--- src/rtl/mem_line_mover.sv ---
// rtl/mem_line_mover.sv - line-granular memmove engine driving the shared data memory line port
module mem_line_mover #(
    parameter int ADDR_W     = 9,
    parameter int WORD_W     = 32,
    parameter int LINE_WORDS = 16,
    parameter int CNT_W      = 6
) (
    input  logic                         clk,
    input  logic                         rst,
    input  logic                         start,
    input  logic [ADDR_W-1:0]            src_addr,
    input  logic [ADDR_W-1:0]            dst_addr,
    input  logic [CNT_W-1:0]             line_count,
    output logic                         busy,
    output logic                         done,
    output logic                         error,
    output logic [ADDR_W-1:0]            mem_address,
    output logic [LINE_WORDS*WORD_W-1:0] mem_data_to_write,
    output logic                         mem_write_enable,
    input  logic [LINE_WORDS*WORD_W-1:0] mem_data_from_memory
);

    localparam int LSH   = $clog2(LINE_WORDS);
    // Wide enough that base + span never wraps for any address/count combination.
    localparam int EXT_W = ((ADDR_W > CNT_W + LSH) ? ADDR_W : CNT_W + LSH) + 1;
    localparam logic [EXT_W-1:0]  MEM_WORDS = EXT_W'(1) << ADDR_W;
    localparam logic [ADDR_W-1:0] STEP      = ADDR_W'(LINE_WORDS);

    typedef enum logic [2:0] {S_IDLE, S_CHECK, S_READ, S_WRITE, S_FIN} state_t;

    state_t                         state_q, state_d;
    logic [ADDR_W-1:0]              src_q, src_d;
    logic [ADDR_W-1:0]              dst_q, dst_d;
    logic [CNT_W-1:0]               cnt_q, cnt_d;
    logic                           desc_q, desc_d;
    logic                           busy_q, busy_d;
    logic                           done_q, done_d;
    logic                           error_q, error_d;
    logic                           we_q, we_d;
    logic [ADDR_W-1:0]              addr_q, addr_d;
    logic [LINE_WORDS*WORD_W-1:0]   line_q, line_d;

    logic [EXT_W-1:0]               span, src_end, dst_end;
    logic [ADDR_W-1:0]              last_off, nxt_src, nxt_dst;

    assign span     = EXT_W'(cnt_q) << LSH;
    assign src_end  = EXT_W'(src_q) + span;
    assign dst_end  = EXT_W'(dst_q) + span;
    assign last_off = ADDR_W'(cnt_q - CNT_W'(1)) << LSH;
    assign nxt_src  = desc_q ? src_q - STEP : src_q + STEP;
    assign nxt_dst  = desc_q ? dst_q - STEP : dst_q + STEP;

    always_comb begin
        state_d = state_q;
        src_d   = src_q;
        dst_d   = dst_q;
        cnt_d   = cnt_q;
        desc_d  = desc_q;
        busy_d  = busy_q;
        done_d  = 1'b0;
        error_d = 1'b0;
        we_d    = 1'b0;
        addr_d  = addr_q;
        line_d  = line_q;
        case (state_q)
            S_IDLE: begin
                busy_d = 1'b0;
                if (start) begin
                    src_d   = src_addr;
                    dst_d   = dst_addr;
                    cnt_d   = line_count;
                    busy_d  = 1'b1;
                    state_d = S_CHECK;
                end
            end
            S_CHECK: begin
                if (cnt_q == '0) begin
                    busy_d  = 1'b0;
                    state_d = S_FIN;
                end else if (src_end > MEM_WORDS || dst_end > MEM_WORDS) begin
                    error_d = 1'b1;
                    busy_d  = 1'b0;
                    state_d = S_IDLE;
                end else begin
                    // Copying toward higher addresses must start from the top line so overlap is safe.
                    desc_d = dst_q > src_q;
                    if (dst_q > src_q) begin
                        src_d = src_q + last_off;
                        dst_d = dst_q + last_off;
                    end
                    addr_d  = src_d;
                    state_d = S_READ;
                end
            end
            S_READ: begin
                line_d  = mem_data_from_memory;
                addr_d  = dst_q;
                we_d    = 1'b1;
                state_d = S_WRITE;
            end
            S_WRITE: begin
                src_d = nxt_src;
                dst_d = nxt_dst;
                cnt_d = cnt_q - CNT_W'(1);
                if (cnt_q == CNT_W'(1)) begin
                    busy_d  = 1'b0;
                    state_d = S_FIN;
                end else begin
                    addr_d  = nxt_src;
                    state_d = S_READ;
                end
            end
            S_FIN: begin
                done_d  = 1'b1;
                state_d = S_IDLE;
            end
            default: state_d = S_IDLE;
        endcase
    end

    always_ff @(posedge clk) begin
        if (rst) begin
            state_q <= S_IDLE;
            src_q   <= '0;
            dst_q   <= '0;
            cnt_q   <= '0;
            desc_q  <= 1'b0;
            busy_q  <= 1'b0;
            done_q  <= 1'b0;
            error_q <= 1'b0;
            we_q    <= 1'b0;
            addr_q  <= '0;
            line_q  <= '0;
        end else begin
            state_q <= state_d;
            src_q   <= src_d;
            dst_q   <= dst_d;
            cnt_q   <= cnt_d;
            desc_q  <= desc_d;
            busy_q  <= busy_d;
            done_q  <= done_d;
            error_q <= error_d;
            we_q    <= we_d;
            addr_q  <= addr_d;
            line_q  <= line_d;
        end
    end

    assign busy              = busy_q;
    assign done              = done_q;
    assign error             = error_q;
    assign mem_write_enable  = we_q;
    assign mem_address       = addr_q;
    assign mem_data_to_write = line_q;

endmodule

--- config.mk ---
export PLATFORM = sky130hd
export DESIGN_NAME = mem_line_mover
export DESIGN_NICKNAME = d
export VERILOG_FILES = /design/src/rtl/mem_line_mover.sv
export SDC_FILE = /design/constraint.sdc
export NUM_CORES = 1
export LEC_CHECK = 0
export ABC_AREA = 0
export CAP_MARGIN = 15
export CORE_AREA = 2 2 413 415
export DETAILED_ROUTE_END_ITERATION = 10
export DIE_AREA = 0 0 415 417
export DONT_BUFFER_PORTS = 1
export PLACE_DENSITY = 0.36
export SLEW_MARGIN = 20
export SYNTH_ARGS = -nofsm -noshare
export SYNTH_HDL_FRONTEND = slang
export SYNTH_SLANG_ARGS = --single-unit
--- constraint.sdc ---
create_clock -name clk -period 2.81 [get_ports clk]
set_clock_uncertainty 0.05 [all_clocks]
set_input_delay 0.281 -clock clk [delete_from_list [all_inputs] [get_ports clk]]
set_output_delay 0.281 -clock clk [all_outputs]
set_load 0.005 [all_outputs]
==> results of run 1 <==
-- state kept, by name, summed over array words and instances, names as in the netlist --
| register | flops |
|---|---|
| mem_data_to_write | 512 |
| dst_q | 9 |
| mem_address | 9 |
| src_q | 9 |
| cnt_q | 6 |
| state_q | 3 |
| busy | 1 |
| desc_q | 1 |
| done | 1 |
| error | 1 |
| mem_write_enable | 1 |
-- how the worst max path moves through the flow --
stage / start / to / depth (start not counted)
after floorplan: cnt_q[0] / mem_address[5] / 13
after global placement: cnt_q[1] / dst_q[8] / 13
after detailed placement: cnt_q[1] / mem_address[8] / 11
after CTS: cnt_q[0] / dst_q[6] / 11
after global routing: cnt_q[0] / mem_address[0] / 13
final: cnt_q[0] / dst_q[6] / 11
-- power by group through the flow --
stage | Combinational, uW | Sequential (uW) | Clock (uW)
floorplan | 1690 | 8590 | 0
global placement | 2470 | 8740 | 0
detailed placement | 2480 | 8740 | 0
CTS | 3490 | 8570 | 9290
global route | 4050 | 8600 | 9530
finish | 3710 | 8570 | 8930
-- cell usage after synthesis, drive strengths merged (2+ instances only) --
library cell	number	share of area (%)
a2111oi	2	0.12
a211o	2	0.085
a211oi	10	0.37
a21o	8	0.29
a21oi	550	13
a221oi	5	0.21
a22oi	4	0.17
a2bb2oi	2	0.085
a31oi	4	0.12
and3	3	0.091
and4	2	0.085
buf	5	0.18
clkbuf	184	3.5
dfxtp	553	54
fa	5	0.49
ha	34	2.1
inv	31	0.57
mux2	2	0.11
mux2i	5	0.24
nand2	1057	19
nand2b	5	0.15
nand3	14	0.34
nor2	33	0.60
nor2b	2	0.061
nor3	10	0.24
nor3b	2	0.073
nor4	3	0.091
nor4b	3	0.16
o2111ai	2	0.12
o211ai	3	0.11
o21ai	23	0.56
o221ai	2	0.085
o31ai	6	0.24
o41ai	3	0.13
or3	2	0.061
or4	2	0.098
xnor2	11	0.47
xor2	9	0.38
-- per-stage QoR --
| step | TNS [ps] | instance area (sq um) | setup slack, ps | instances |
|---|---|---|---|---|
| 6_report | -189.5 | 35250 | -79.82 | 5801 |
| 5_1_grt | -2207 | 35240 | -188.7 | 5795 |
| 4_1_cts | -582.7 | 34900 | -119.6 | 5785 |
| 3_5_place_dp | -2228 | 23540 | -226.0 | 4754 |
| 3_3_place_gp | -1816 | 23540 | -193.7 | 4754 |
| 2_1_floorplan | -25.11 | 20530 | -25.11 | 2616 |
-- cell type report --
class                      instances  area [sq um]  area share [%]
inverter                          31         116.4          0.3301
timing repair buffer            1023         10170           28.85
clock inverter                    24         272.8          0.7737
tap                             2218          2775           7.872
antenna                           10         25.02         0.07098
multi-input combinational       1843          8865           25.15
clock buffer                      99          1951           5.533
sequential                       553         11080           31.42
-- timing repair --
action                                 CTS  global route
gates resized for setup                 15            60
pin swaps                                9            13
setup buffers                            1             3
gates cloned                             0             3
hold buffers                           907             0
setup endpoints to repair               21           287
endpoints found under the hold margin  549             0
-- metal layers --
metal	share of wire (%)	global-route usage [%]
met1	37	12.50
met2	49	19.90
met3	9.1	4.952
met4	4.2	5.035
met5	0.065	0
-- worst min-delay path: stages --
cell,delay (ps)
nor4b_2,170
buf_4,200
nand3_1,110
a21oi_1,70
-- cell families after synthesis --
| kind of cell | share of synthesized area (%) |
|---|---|
| AO/OA/AOI/OAI | 16.60 |
| XOR/XNOR | 0.8537 |
| adder cells (fa/ha/maj) | 2.561 |
| buffers and inverters | 4.208 |
| flip-flops | 53.95 |
| multiplexers | 0.3537 |
| AND/OR/NAND/NOR | 21.47 |
==> flow_summary_export.csv, run 1 <==
group,metric,value,unit
synthesis,synth_ff_type,"dfxtp_1",
global_routing,grt_antenna_before_repair,26,
power_and_ir_drop,power.switching,6000,uW
global_routing,grt_max_degree,408,
hold_path,min_from,"start",
run_status,status,"finished with violations",
setup_path,cp_slowest_cell,"o41a_4",
cells_and_area,mostFrequentLayoutCell,"nand2_1",
cts,htree_num_levels,3,
place,dp_hpwl,73940,um
timing,tightest_slew,1344,ps
cts,cts_tree,"built",
cells_and_area,drive_above_1_share,7.921,%
setup_path,cp_top_family,"compound AO/OA/AOI/OAI gates",
timing,relSlewSlack,10.41,%
setup_path,critPathKind,"reg -> reg",
route,wl,107900,um
cts,cts-buffers-inserted,70,
run,max-cap-violations,0,
run_status,violations,"negative setup slack",
power_and_ir_drop,power_frac_comb,17.5,%
setup_path,r2r_slack,-80,ps
setup_path,cp-end-kind,"flop",
synthesis,yosys_warnings,0,
synthesis,syn_nets,3194,
hold_path,hold_path_depth,4,
die,dieHeight,417,um
timing,slew_viol_final,0,
setup_path,crit_arrival,3420,ps
place,io_buffer_count,0,
timing,final_hold_viol_count,0,
timing,min_period_over_period,102.8,%
route,vias,21890,
cells_and_area,final_cell_mix,"nand2_1 (1056), dlygate4sd3_1 (906), dfxtp_1 (550), a21oi_1 (544), buf_4 (96)",
hold_path,hold_end,"dst_q[3]",
cts,cts.clk_slew.worst_paths,60,ps
power_and_ir_drop,fin_total_pwr,21210,uW
cells_and_area,area_delta_synth_final,71.82,%
global_routing,grt_pass1_vias,22120,
cells_and_area,fin_util,20.92,%
synthesis,syn_inst,2616,
die,coreArea,0.1685,sq mm
die,rows,151,
global_routing,overflow,0,
die,die_x,415,um
power_and_ir_drop,internal-power,15210,uW
setup_path,reg2reg_to,"dst_q[6]",
cts,cts-root-buf,"clkbuf_16",
place,place_congestion,0.8422,
timing,rsz0062_at_grt,"true",
power_and_ir_drop,powerDensity,601.7,mW/mm^2
synthesis,synthesis.area,0.02052,sq mm
route,drtPass1Iterations,5,
setup_path,startpoint_type,"flop",
setup_path,path_max_fanout,8,
die,ios,1064,
synthesis,avgSynthCellArea,7.843,sq um
die,die_area,0.1731,sq mm
setup_path,crit_required,3340,ps
cts,cts.sinks,553,
timing,worst_slack,-79.82,ps
power_and_ir_drop,seq_power_share,40.4,%
setup_path,cpPeakStageDelay,570,ps
power_and_ir_drop,leakage,0.01318,uW
setup_path,path_cells,"ha_4 -> inv_2 -> fa_2 -> xnor2_2 -> nor4b_2 -> o21ai_2 -> a2bb2oi_2 -> a2bb2oi_4 -> o41a_4 -> a211o_1 -> a21oi_2",
timing,fmax,346.0,MHz
cells_and_area,fill_cells,18770,
route,ant_nets,0,
die,initial_core_util,12.18,%
route,drc,0,
setup_path,r2r_start,"cnt_q[0]",
timing,fin_hold_ws,165.6,ps
global_routing,grt_pass1_wl,150200,um
hold_path,min_path_type,"in -> reg",
route,wire_per_inst,18.61,um
route,avgViaCountPerCell,3.774,
power_and_ir_drop,vdd_drop_max,0.0004134,V
route,drtIter0Drc,1288,
power_and_ir_drop,clkPwrFrac,42.1,%
synthesis,async_flop_share,0,%
global_routing,grt.total_usage,11.64,%
cells_and_area,num-nets-final,4100,
setup_path,ff2ff_path_depth,11,
synthesis,synth_cell_types,62,
synthesis,ys_ff_latch,553,
timing,setup_viol,5,
synthesis,synth_edf_count,0,
cts,clock_path_buffers,3,
cts,clk_latency,680,ps
setup_path,critPathBufInv,1,
synthesis,synth_seq_area_share,53.95,%
power_and_ir_drop,swShare,28.29,%
timing,period_needed,2890,ps
(Power assumes the default switching activity.)
==> inputs of run 2 (changes only) <==
--- a/config.mk
+++ b/config.mk
@@ -7,10 +7,12 @@
 export LEC_CHECK = 0
 export ABC_AREA = 0
 export CAP_MARGIN = 15
-export CORE_AREA = 2 2 413 415
+export CORE_AREA = 2 2 416 418
 export DETAILED_ROUTE_END_ITERATION = 10
-export DIE_AREA = 0 0 415 417
+export DIE_AREA = 0 0 418 420
 export DONT_BUFFER_PORTS = 1
+export GPL_TIMING_DRIVEN = 0
+export MAX_ROUTING_LAYER = met4
 export PLACE_DENSITY = 0.36
 export SLEW_MARGIN = 20
 export SYNTH_ARGS = -nofsm -noshare
==> run 2 against run 1 <==
Net effect: the flow still finishes with violations (negative setup slack); total power is 2.1% higher; critical path type unchanged; clock power is 6.6% higher; hold slack better by 13 ps; sequential cell count stayed put; via count is 3.9% lower; count of clock-buffer cells in the layout stayed put; wire length is 18% higher; critical path depth is 1 higher.
==> flow_summary_export.csv, run 2 (synthesized netlist as in run 1, its figures left out) <==
group,metric,value,unit
timing,rsz0062_at_grt,"true",
run_status,status,"finished with violations",
cts,clk_latency,690,ps
global_routing,grt_pass1_vias,20540,
cts,clock_path_buffers,3,
place,postPlaceCellArea,0.02339,sq mm
route,drc,0,
die,die_area,0.1756,sq mm
timing,final_hold_viol_count,0,
place,dp_hpwl,103100,um
route,vias,21040,
route,wl,127300,um
global_routing,grt_pass1_wl,166600,um
cts,cts.sinks,553,
setup_path,r2r_slack,-250,ps
setup_path,reg2reg_to,"dst_q[6]",
die,rows,152,
run,max-cap-violations,0,
setup_path,startpoint_type,"flop",
die,dieHeight,420,um
cells_and_area,largest_register_ffs,512,
cells_and_area,drive_above_1_share,7.748,%
timing,period_needed,3060,ps
timing,setup_viol,21,
route,drtPass1Iterations,5,
cts,cts.clk_slew.worst_paths,60,ps
place,io_buffer_count,0,
global_routing,grt_antenna_before_repair,38,
timing,slew_viol_final,0,
route,wire_per_inst,22.82,um
setup_path,r2r_start,"dst_q[5]",
place,place_congestion,0.9182,
cells_and_area,final_cell_mix,"nand2_1 (1056), a21oi_1 (545), dfxtp_1 (544), dlygate4sd3_1 (537), clkbuf_1 (156)",
hold_path,min_from,"start",
die,ios,1064,
timing,relSlewSlack,29.40,%
setup_path,cp-end-kind,"flop",
route,drtIter0Drc,1281,
global_routing,overflow,0,
cts,cts-buffers-inserted,71,
global_routing,grt.total_usage,14.09,%
power_and_ir_drop,powerDensity,679.7,mW/mm^2
cells_and_area,stdcell_area,0.03187,sq mm
setup_path,crit_required,3390,ps
power_and_ir_drop,vdd_drop_max,0.0004022,V
setup_path,critPathKind,"reg -> reg",
timing,worst_slack,-249.7,ps
hold_path,hold_path_depth,4,
setup_path,path_max_fanout,8,
power_and_ir_drop,fin_total_pwr,21660,uW
die,coreArea,0.1710,sq mm
hold_path,hold_end,"cnt_q[3]",
cells_and_area,area_delta_synth_final,55.32,%
cells_and_area,mostFrequentLayoutCell,"nand2_1",
hold_path,min_path_type,"in -> reg",
timing,min_period_over_period,108.9,%
power_and_ir_drop,leakage,0.01055,uW
cts,cts_tree,"built",
run_status,violations,"negative setup slack",
setup_path,ff2ff_path_depth,12,
route,ant_nets,0,
cts,htree_num_levels,3,
cells_and_area,num-nets-final,3844,
cts,cts-root-buf,"clkbuf_16",
timing,tightest_slew,1059,ps
route,avgViaCountPerCell,3.773,
global_routing,grt_max_degree,13,
die,initial_core_util,12.00,%
timing,fmax,326.8,MHz
setup_path,crit_arrival,3640,ps
die,die_x,418,um
==> run 2: cell count changes in the layout (fill, tap and decap cells not counted), moves of 5 or more <==
| cell | before | now |
|---|---|---|
| buf_12 | 8 | 1 |
| diode_2 | 10 | 26 |
| dfxtp_4 | 1 | 6 |
| clkbuf_2 | 0 | 33 |
| dfxtp_1 | 550 | 544 |
| clkbuf_8 | 9 | 17 |
| dlygate4sd3_1 | 906 | 537 |
| clkbuf_1 | 20 | 156 |
| buf_4 | 96 | 32 |
==> run 2: worst max path at each step <==
stage	from	end	slack, ps	depth (start not counted)
6_report	dst_q[5]	dst_q[6]	-250	12
5_1_grt	cnt_q[0]	dst_q[4]	-410	13
4_1_cts	cnt_q[0]	dst_q[4]	-280	13
2_1_floorplan	cnt_q[0]	mem_address[5]	-30	13
3_5_place_dp	state_q[1]	mem_data_to_write[21]	-1160	8
3_3_place_gp	state_q[1]	mem_data_to_write[375]	-2300	8
==> run 2: worst max-delay path, cell delays in order, from the launching register on <==
cell and delay, ps:
dfxtp_4 410, inv_1 100, fa_2 430, xnor2_2 150
nor4b_2 310, o21ai_2 130, o2111ai_2 200, a22oi_2 140
buf_4 150, o41a_1 420, buf_6 150, a211o_1 240
a21oi_2 120
==> run 2: power breakdown <==
part | internal [uW] | switching, uW | total [uW] | leakage [uW]
clock | 5450 | 4070 | 9520 | 0.00115
combinational | 1530 | 1900 | 3430 | 0.00493
sequential | 8200 | 514 | 8720 | 0.00447
==> run 2: cell type report <==
cell class              count  area, sq um
inverters                  31        122.6
flip-flops and latches    553        11100
plain buffers             187        805.8
multi-input cells        1843         8833
repair buffers            579         5763
well taps                2233         2794
fillers                 19310       139100
clock buffers              99         2053
clock inverters            25        335.3
diodes                     26        65.06
==> run 2: stage by stage <==
| step | setup TNS, ps | utilization, % | cells | hold slack [ps] | worst slack (ps) |
|---|---|---|---|---|---|
| floorplan | -25.11 | - | 2616 | 364.6 | -25.11 |
| global placement | -832290 | 13.64 | 4849 | 368.2 | -2298 |
| detailed placement | -313850 | 13.68 | 4852 | 373.7 | -1162 |
| CTS | -3491 | 18.50 | 5535 | 70.70 | -279.5 |
| global route | -6227 | 18.63 | 5567 | 147.2 | -408.4 |
| finish | -3183 | 18.64 | 5576 | 178.4 | -249.7 |
==> run 2: metal layers <==
metal	track usage, %	up-vias	wire length, um
met4	5.703	0	4129
met5	-	-	0
met1	14.98	10130	47850
met2	23.12	827	62800
met3	5.825	168	12490
li1	-	9915	-
==> run 2: what timing repair did <==
item,CTS,global route
endpoints found under the setup margin,533,144
cloned,2,0
hold buffers,537,0
resized for setup,86,34
pin swaps,16,5
setup buffers,22,16
endpoints found under the hold margin,540,0
